### src/rtl/tag_seq_ctrl_if.sv
// rtl/tag_seq_ctrl_if.sv - phase stream handshake between tag_seq_ctrl and the tone generator
// Purpose: bundles the phase AXI-stream-like handshake.
// Signals:
//   phase_tvalid - sequencer has a phase beat pending
//   phase_tlast  - pending beat is the last beat of the frame
//   phase_tready - generator accepts the pending beat
// Modports: master (sequencer side), slave (generator side).
interface tag_seq_ctrl_if;
  logic phase_tvalid;
  logic phase_tlast;
  logic phase_tready;

  modport master (output phase_tvalid, output phase_tlast, input phase_tready);
  modport slave  (input phase_tvalid, input phase_tlast, output phase_tready);
endinterface

### src/rtl/tag_seq_ctrl.sv
// rtl/tag_seq_ctrl.sv - frame sequencer driving the tag tone generator phase stream
// Purpose: resets the generator, then walks num_symb symbols of dwell_len accepted
//   beats each on the phase stream, with optional looping, abort and debug GPIO.
// Ports:
//   clk, reset (async, active-low)
//   start, abort, loop_en        - control strobes/levels
//   num_symb, dwell_len          - frame config, sampled on start (0 -> NSYMB / 1)
//   srst                         - synchronous clear to the generator
//   phase (tag_seq_ctrl_if.master) - phase_tvalid/phase_tlast out, phase_tready in
//   symbN, busy, done            - status
//   gpio_out                     - debug word, only populated with TAG_SEQ_GPIO_EN defined
// Optional feature macro: TAG_SEQ_GPIO_EN
module tag_seq_ctrl #(
  parameter int PHASE_WIDTH = 24,
  parameter int NSYMB_WIDTH = 16,
  parameter int NSYMB       = 64,
  parameter int DWELL_WIDTH = 16,
  parameter int GPIO_WIDTH  = 8,
  parameter int SRST_CYCLES = 2
) (
  input  logic                   clk,
  input  logic                   reset,
  input  logic                   start,
  input  logic                   abort,
  input  logic                   loop_en,
  input  logic [NSYMB_WIDTH-1:0] num_symb,
  input  logic [DWELL_WIDTH-1:0] dwell_len,
  output logic                   srst,
  tag_seq_ctrl_if.master         phase,
  output logic [NSYMB_WIDTH-1:0] symbN,
  output logic                   busy,
  output logic                   done,
  output logic [GPIO_WIDTH-1:0]  gpio_out
);

  localparam logic [1:0] S_IDLE  = 2'd0;
  localparam logic [1:0] S_CLEAR = 2'd1;
  localparam logic [1:0] S_RUN   = 2'd2;
  localparam logic [1:0] S_FLUSH = 2'd3;

  localparam logic [NSYMB_WIDTH-1:0] NSYMB_ONE = NSYMB_WIDTH'(1);
  localparam logic [NSYMB_WIDTH-1:0] NSYMB_DEF = NSYMB_WIDTH'(NSYMB);
  localparam logic [DWELL_WIDTH-1:0] DWELL_ONE = DWELL_WIDTH'(1);
  localparam logic [3:0]             CLR_LAST  = 4'(SRST_CYCLES - 1);

  if (PHASE_WIDTH < 1 || SRST_CYCLES < 1 || SRST_CYCLES > 15 || GPIO_WIDTH < 4) begin : g_bad_param
    $error("tag_seq_ctrl: illegal parameter combination");
  end

  logic [1:0]             state_q, state_d;
  logic [NSYMB_WIDTH-1:0] ncfg_q, ncfg_d;
  logic [DWELL_WIDTH-1:0] dcfg_q, dcfg_d;
  logic [NSYMB_WIDTH-1:0] symb_q, symb_d;
  logic [DWELL_WIDTH-1:0] dwell_q, dwell_d;
  logic [3:0]             clr_cnt_q, clr_cnt_d;
  logic                   srst_q, tvalid_q, tlast_q, busy_q, done_q;
  logic                   srst_d, tlast_d, done_d, accept, last_dwell, last_symb;

  assign accept     = tvalid_q & phase.phase_tready;
  assign last_dwell = (dwell_q == dcfg_q - DWELL_ONE);
  assign last_symb  = (symb_q == ncfg_q - NSYMB_ONE);

  always_comb begin
    state_d   = state_q;
    ncfg_d    = ncfg_q;
    dcfg_d    = dcfg_q;
    symb_d    = symb_q;
    dwell_d   = dwell_q;
    clr_cnt_d = clr_cnt_q;
    done_d    = 1'b0;
    case (state_q)
      S_IDLE: begin
        // abort has priority, so a coincident start is simply dropped
        if (start && !abort) begin
          ncfg_d    = (num_symb == '0) ? NSYMB_DEF : num_symb;
          dcfg_d    = (dwell_len == '0) ? DWELL_ONE : dwell_len;
          symb_d    = '0;
          dwell_d   = '0;
          clr_cnt_d = '0;
          state_d   = S_CLEAR;
        end
      end
      S_CLEAR: begin
        if (abort) begin
          state_d = S_FLUSH;
        end else if (clr_cnt_q == CLR_LAST) begin
          state_d = S_RUN;
        end else begin
          clr_cnt_d = clr_cnt_q + 4'd1;
        end
      end
      S_RUN: begin
        if (abort) begin
          symb_d  = '0;
          dwell_d = '0;
          state_d = S_FLUSH;
        end else if (accept) begin
          if (last_dwell) begin
            dwell_d = '0;
            if (last_symb) begin
              symb_d = '0;
              done_d = 1'b1;
              // looping restarts straight into RUN without another generator clear
              if (!loop_en) state_d = S_IDLE;
            end else begin
              symb_d = symb_q + NSYMB_ONE;
            end
          end else begin
            dwell_d = dwell_q + DWELL_ONE;
          end
        end
      end
      default: state_d = S_IDLE;
    endcase
  end

  // outputs are registered from next-state values so they line up with the state
  assign srst_d  = (state_d == S_CLEAR) || (state_d == S_FLUSH);
  assign tlast_d = (state_d == S_RUN) && (symb_d == ncfg_d - NSYMB_ONE) &&
                   (dwell_d == dcfg_d - DWELL_ONE);

  always_ff @(posedge clk or negedge reset) begin
    if (!reset) begin
      state_q   <= S_IDLE;
      ncfg_q    <= NSYMB_DEF;
      dcfg_q    <= DWELL_ONE;
      symb_q    <= '0;
      dwell_q   <= '0;
      clr_cnt_q <= '0;
      srst_q    <= 1'b0;
      tvalid_q  <= 1'b0;
      tlast_q   <= 1'b0;
      busy_q    <= 1'b0;
      done_q    <= 1'b0;
    end else begin
      state_q   <= state_d;
      ncfg_q    <= ncfg_d;
      dcfg_q    <= dcfg_d;
      symb_q    <= symb_d;
      dwell_q   <= dwell_d;
      clr_cnt_q <= clr_cnt_d;
      srst_q    <= srst_d;
      tvalid_q  <= (state_d == S_RUN);
      tlast_q   <= tlast_d;
      busy_q    <= (state_d != S_IDLE);
      done_q    <= done_d;
    end
  end

  assign srst               = srst_q;
  assign phase.phase_tvalid = tvalid_q;
  assign phase.phase_tlast  = tlast_q;
  assign symbN              = symb_q;
  assign busy               = busy_q;
  assign done               = done_q;

`ifdef TAG_SEQ_GPIO_EN
  localparam int GSYM = (GPIO_WIDTH - 4 < NSYMB_WIDTH) ? GPIO_WIDTH - 4 : NSYMB_WIDTH;

  logic [GPIO_WIDTH-1:0] gpio_q, gpio_d;
  logic                  sym_stb, frame_stb;

  assign sym_stb   = (state_q == S_RUN) && !abort && accept && last_dwell;
  // first RUN cycle: leaving CLEAR, or wrapping in loop mode
  assign frame_stb = ((state_q == S_CLEAR) && (state_d == S_RUN)) ||
                     (done_d && (state_d == S_RUN));

  always_comb begin
    gpio_d    = '0;
    gpio_d[0] = (state_d != S_IDLE);
    gpio_d[1] = sym_stb;
    gpio_d[2] = frame_stb;
    gpio_d[3] = srst_d;
    for (int i = 0; i < GSYM; i++) gpio_d[i+4] = symb_d[i];
  end

  always_ff @(posedge clk or negedge reset) begin
    if (!reset) gpio_q <= '0;
    else        gpio_q <= gpio_d;
  end

  assign gpio_out = gpio_q;
`else
  assign gpio_out = '0;
`endif

endmodule
### src/flat_wrapper.sv
// flat-port wrapper written by rule: the top's interface ports become plain ports
module tag_seq_ctrl_flat 
#(
  parameter int PHASE_WIDTH = 24,
  parameter int NSYMB_WIDTH = 16,
  parameter int NSYMB       = 64,
  parameter int DWELL_WIDTH = 16,
  parameter int GPIO_WIDTH  = 8,
  parameter int SRST_CYCLES = 2
)
  (clk, reset, start, abort, loop_en, num_symb, dwell_len, srst, symbN, busy, done, gpio_out, phase_phase_tvalid, phase_phase_tlast, phase_phase_tready);
  tag_seq_ctrl_if phase_i ();
  input  logic clk;
  input  logic reset;
  input  logic start;
  input  logic abort;
  input  logic loop_en;
  input  logic [NSYMB_WIDTH-1:0] num_symb;
  input  logic [DWELL_WIDTH-1:0] dwell_len;
  output logic srst;
  output logic [NSYMB_WIDTH-1:0] symbN;
  output logic busy;
  output logic done;
  output logic [GPIO_WIDTH-1:0] gpio_out;
  output wire logic [$bits(phase_i.phase_tvalid)-1:0] phase_phase_tvalid;
  output wire logic [$bits(phase_i.phase_tlast)-1:0] phase_phase_tlast;
  input wire logic [$bits(phase_i.phase_tready)-1:0] phase_phase_tready;
  assign phase_phase_tvalid = phase_i.phase_tvalid;
  assign phase_phase_tlast = phase_i.phase_tlast;
  assign phase_i.phase_tready = phase_phase_tready;
  tag_seq_ctrl #(.PHASE_WIDTH(PHASE_WIDTH), .NSYMB_WIDTH(NSYMB_WIDTH), .NSYMB(NSYMB), .DWELL_WIDTH(DWELL_WIDTH), .GPIO_WIDTH(GPIO_WIDTH), .SRST_CYCLES(SRST_CYCLES)) u_core (.clk(clk), .reset(reset), .start(start), .abort(abort), .loop_en(loop_en), .num_symb(num_symb), .dwell_len(dwell_len), .srst(srst), .phase(phase_i), .symbN(symbN), .busy(busy), .done(done), .gpio_out(gpio_out));
endmodule
### config.mk
export PLATFORM = sky130hd
export DESIGN_NAME = tag_seq_ctrl_flat
export DESIGN_NICKNAME = d
export VERILOG_FILES = /design/src/rtl/tag_seq_ctrl_if.sv /design/src/rtl/tag_seq_ctrl.sv /design/src/flat_wrapper.sv
export SDC_FILE = /design/constraint.sdc
export NUM_CORES = 1
export LEC_CHECK = 0
export BUFFER_PORTS_ARGS = -buffer_cell sky130_fd_sc_hd__buf_2
export CAP_MARGIN = 30
export CORE_MARGIN = 5
export CORE_UTILIZATION = 55
export CTS_BUF_LIST = sky130_fd_sc_hd__clkbuf_2 sky130_fd_sc_hd__clkbuf_4 sky130_fd_sc_hd__clkbuf_8
export CTS_CLUSTER_DIAMETER = 100
export DETAILED_ROUTE_END_ITERATION = 7
export GPL_TIMING_DRIVEN = 1
export PLACE_DENSITY = 0.81
export SLEW_MARGIN = 15
export SYNTH_ARGS = -nofsm -noshare
export SYNTH_HDL_FRONTEND = slang
export SYNTH_SLANG_ARGS = --single-unit
### constraint.sdc
create_clock -name clk -period 10.14 [get_ports clk]
set_input_delay 2.028 -clock clk [delete_from_list [all_inputs] [get_ports clk]]
set_output_delay 2.028 -clock clk [all_outputs]
set_load 0.05 [all_outputs]
==> impl_metrics.json <==
{
  "hold_buffers": 0,
  "status": "finished clean",
  "async_flop_share": 1.00,
  "intPower_mw": 0.873,
  "insertion_delay_ns": 0.39,
  "final-setup-viol-count": 0,
  "clk_path_buf_depth": 2,
  "htreeDepth": 3,
  "io_pins": 67,
  "leakagePower_nw": 3.09,
  "netlist_instances": 962,
  "synth_seq_cells": 74,
  "layout-drive-gt1-share": 0.108,
  "worstPathRequired_ns": 10.44,
  "gr-total-overflow": 0,
  "hold_viol": 0,
  "final_cell_area_um2": 7680,
  "drtIter0Drc": 1006,
  "numCtsBuffers": 9,
  "worstHoldEndpoint": "u_core.dcfg_q[15]$_DFF_PN0_",
  "syn_avg_cell_area_um2": 7.50,
  "first_pass_iters": 8,
  "worst_slew_pin_slew_ns": 0.842,
  "syn_area_um2": 7220,
  "setup.worst_path.start_class": "input pin",
  "final_nets": 1015,
  "die_h_um": 125,
  "grt_pass1_wl_um": 38300,
  "crit_type": "input pin to register",
  "max_freq_mhz": 167,
  "initial_utilization": 0.567,
  "dp_slack_ns": 3.83,
  "ys_seq_area_frac": 0.257,
  "ys_types": 78,
  "synth_edf_count": 0,
  "cts_tree": "built",
  "first_global_vias": 7135,
  "fin_worst_skew_ns": 0.0138,
  "ant_nets": 0,
  "dp_hpwl_um": 17800,
  "diodes": 0,
  "place.gp.congestion": 1.04,
  "wl_per_cell_um": 20.8,
  "grt_start_max_net_pins": 52,
  "critPathCaptureType": "register",
  "clockPowerShare": 0.116,
  "num_rows": 41,
  "fin_crit_ns": 6.00,
  "grt_usage": 0.306,
  "maxCapViolations": 0,
  "die_w_um": 125,
  "post-cts-setup-buffers": 0,
  "cts-root-buf": "clkbuf_8",
  "power.share.switching": 0.530,
  "rr_endpoint": "u_core.phase.phase_tlast$_DFF_PN0_",
  "coreArea_um2": 12700,
  "holdPathStages": 2,
  "reg2reg_depth": 15,
  "antenna_found_initial": 0,
  "setup_slack_ns": 4.14,
  "final_common_cell": "nand2_1",
  "areaGrowthSynthToFinish_pct": 6.43,
  "vias_per_cell": 6.63,
  "cp_data_arrival_time_ns": 6.30,
  "drt_wl_total_um": 23900,
  "irDropWorstVdd_mv": 0.149,
  "rsz0062_at_grt": "false",
  "final_cell_mix": "nand2_1, dfrtp_1, nor2_1",
  "p_comb_frac": 0.602,
  "cellPowerDensity_nw_per_um2": 242,
  "period_share": 0.592,
  "ys.flop_type": "dfrtp_1",
  "placed_area_um2": 7520,
  "pwr-share-seq": 0.281,
  "crit_path_max_fanout": 8,
  "cts.sinks": 74,
  "setup_tns_ns": 0,
  "r2r-start": "u_core.dcfg_q[1]$_DFF_PN0_",
  "min-delay-start": "u_core.dcfg_q[15]$_DFF_PN0_",
  "hp-class": "register to register",
  "cts_resized": 0,
  "clkTransAtPathRegs_ns": 0.08,
  "drv_slew": 0,
  "route.detailed.drc": 0,
  "vias": 7596,
  "fillCellCount": 1203,
  "io_buffers": 58,
  "regToRegSetupSlack_ns": 4.79,
  "slew_headroom": 0.431,
  "p_sw_mw": 0.985,
  "yosysWarnings": 0,
  "dieArea_um2": 15500
}
[metrics by stage]
| stage | utilization | cells | power (mW) | hold slack (ns) |
|---|---|---|---|---|
| after floorplan | - | 969 | 1.31 | 0.503 |
| after CTS | 0.604 | 1146 | 1.83 | 0.554 |
| after global routing | 0.604 | 1146 | 1.98 | 0.601 |
| after global placement | 0.588 | 1128 | 1.59 | 0.523 |
| after detailed placement | 0.591 | 1130 | 1.61 | 0.536 |
| final | 0.604 | 1146 | 1.86 | 0.566 |
[logic make-up (layout without fill, tap and decap cells)]
family / Yosys count / count (layout) / synth area share
flip-flops: 74 / 74 / 0.257
multiplexers: 25 / 25 / 0.0352
adder cells (fa/ha/maj): 8 / 8 / 0.0139
AND/OR/NAND/NOR: 420 / 420 / 0.304
other: 1 / 8 / 0.000519
XOR/XNOR: 91 / 91 / 0.112
AO/OA/AOI/OAI: 230 / 230 / 0.212
buffers and inverters: 113 / 118 / 0.0650
[worst max-delay path, cell delays in order]
cell,delay (ns)
buf_2,0.13
nor4_1,0.69
nand2_1,0.15
nor4_1,0.32
a21oi_1,0.12
nor2_1,0.09
a21oi_1,0.08
ha_1,0.32
nor3b_1,0.17
a21oi_1,0.18
xnor2_1,0.22
o2111a_1,0.21
a2111oi_0,0.32
o221ai_1,0.19
nor4_1,0.33
nand4_1,0.13
nor4_1,0.29
nand4_1,0.13
a221oi_2,0.20
[final cells by class]
| type | instances | area (µm²) | share of cell area |
|---|---|---|---|
| clock buffers | 12 | 146 | 0.0191 |
| clock inverters | 4 | 20.0 | 0.00261 |
| inverters | 34 | 128 | 0.0166 |
| multi-input cells | 782 | 4930 | 0.642 |
| flip-flops and latches | 74 | 1850 | 0.241 |
| well taps | 172 | 215 | 0.0280 |
| repair buffers | 68 | 385 | 0.0502 |
[layer usage]
layer | share of wire | track usage | vias up
met3 | 0.097 | 0.0712 | 112
li1 | - | - | 3516
met4 | 0.058 | 0.157 | 0
met5 | 0 | 0 | -
met2 | 0.47 | 0.489 | 475
met1 | 0.38 | 0.384 | 3493
[power by group through the flow]
| stage | Clock [mW] | Combinational, mW | Sequential, mW |
|---|---|---|---|
| after floorplan | 0 | 0.868 | 0.447 |
| after global placement | 0 | 1.07 | 0.521 |
| after detailed placement | 0 | 1.09 | 0.523 |
| after CTS | 0.218 | 1.09 | 0.517 |
| after global routing | 0.232 | 1.21 | 0.536 |
| final | 0.216 | 1.12 | 0.522 |
[how the worst max path moves through the flow]
stage	start	end	slack (ns)	cells past startpoint
detailed placement	dwell_len[5]	u_core.phase.phase_tlast$_DFF_PN0_	3.83	19
CTS	dwell_len[5]	u_core.phase.phase_tlast$_DFF_PN0_	4.26	19
finish	dwell_len[5]	u_core.phase.phase_tlast$_DFF_PN0_	4.14	19
floorplan	abort	u_core.phase.phase_tlast$_DFF_PN0_	3.75	19
global route	dwell_len[5]	u_core.phase.phase_tlast$_DFF_PN0_	3.56	19
global placement	abort	u_core.phase.phase_tlast$_DFF_PN0_	3.95	16
[registers in the layout, summed over array words and instances, names as in the netlist, 4 cells and up]
name,flops
u_core.ncfg_q,16
u_core.dcfg_q,16
u_core.clr_cnt_q,4
u_core.dwell_q,16
u_core.symbN,16
[Yosys cell counts, types with 8 or more instances]
master / n / share of area
nand2_1: 116 / 0.060
dfrtp_1: 72 / 0.25
nor2_1: 66 / 0.034
o21ai_0: 61 / 0.042
xnor2_1: 61 / 0.074
clkbuf_1: 59 / 0.031
a21oi_1: 44 / 0.031
nor3_1: 44 / 0.031
inv_1: 34 / 0.018
nand3_1: 33 / 0.023
xor2_1: 29 / 0.035
nor4_1: 26 / 0.023
mux2i_1: 22 / 0.031
and3_1: 19 / 0.016
nand4_1: 19 / 0.016
or3_1: 16 / 0.014
o211ai_1: 15 / 0.016
o31ai_1: 13 / 0.014
or4_1: 13 / 0.014
a31oi_1: 12 / 0.010
nand2b_1: 10 / 0.0087
nor2b_1: 9 / 0.0078
nor3b_1: 9 / 0.0094
buf_4: 8 / 0.0083
ha_1: 8 / 0.014
Note: power is estimated with default switching activity, not from simulation.
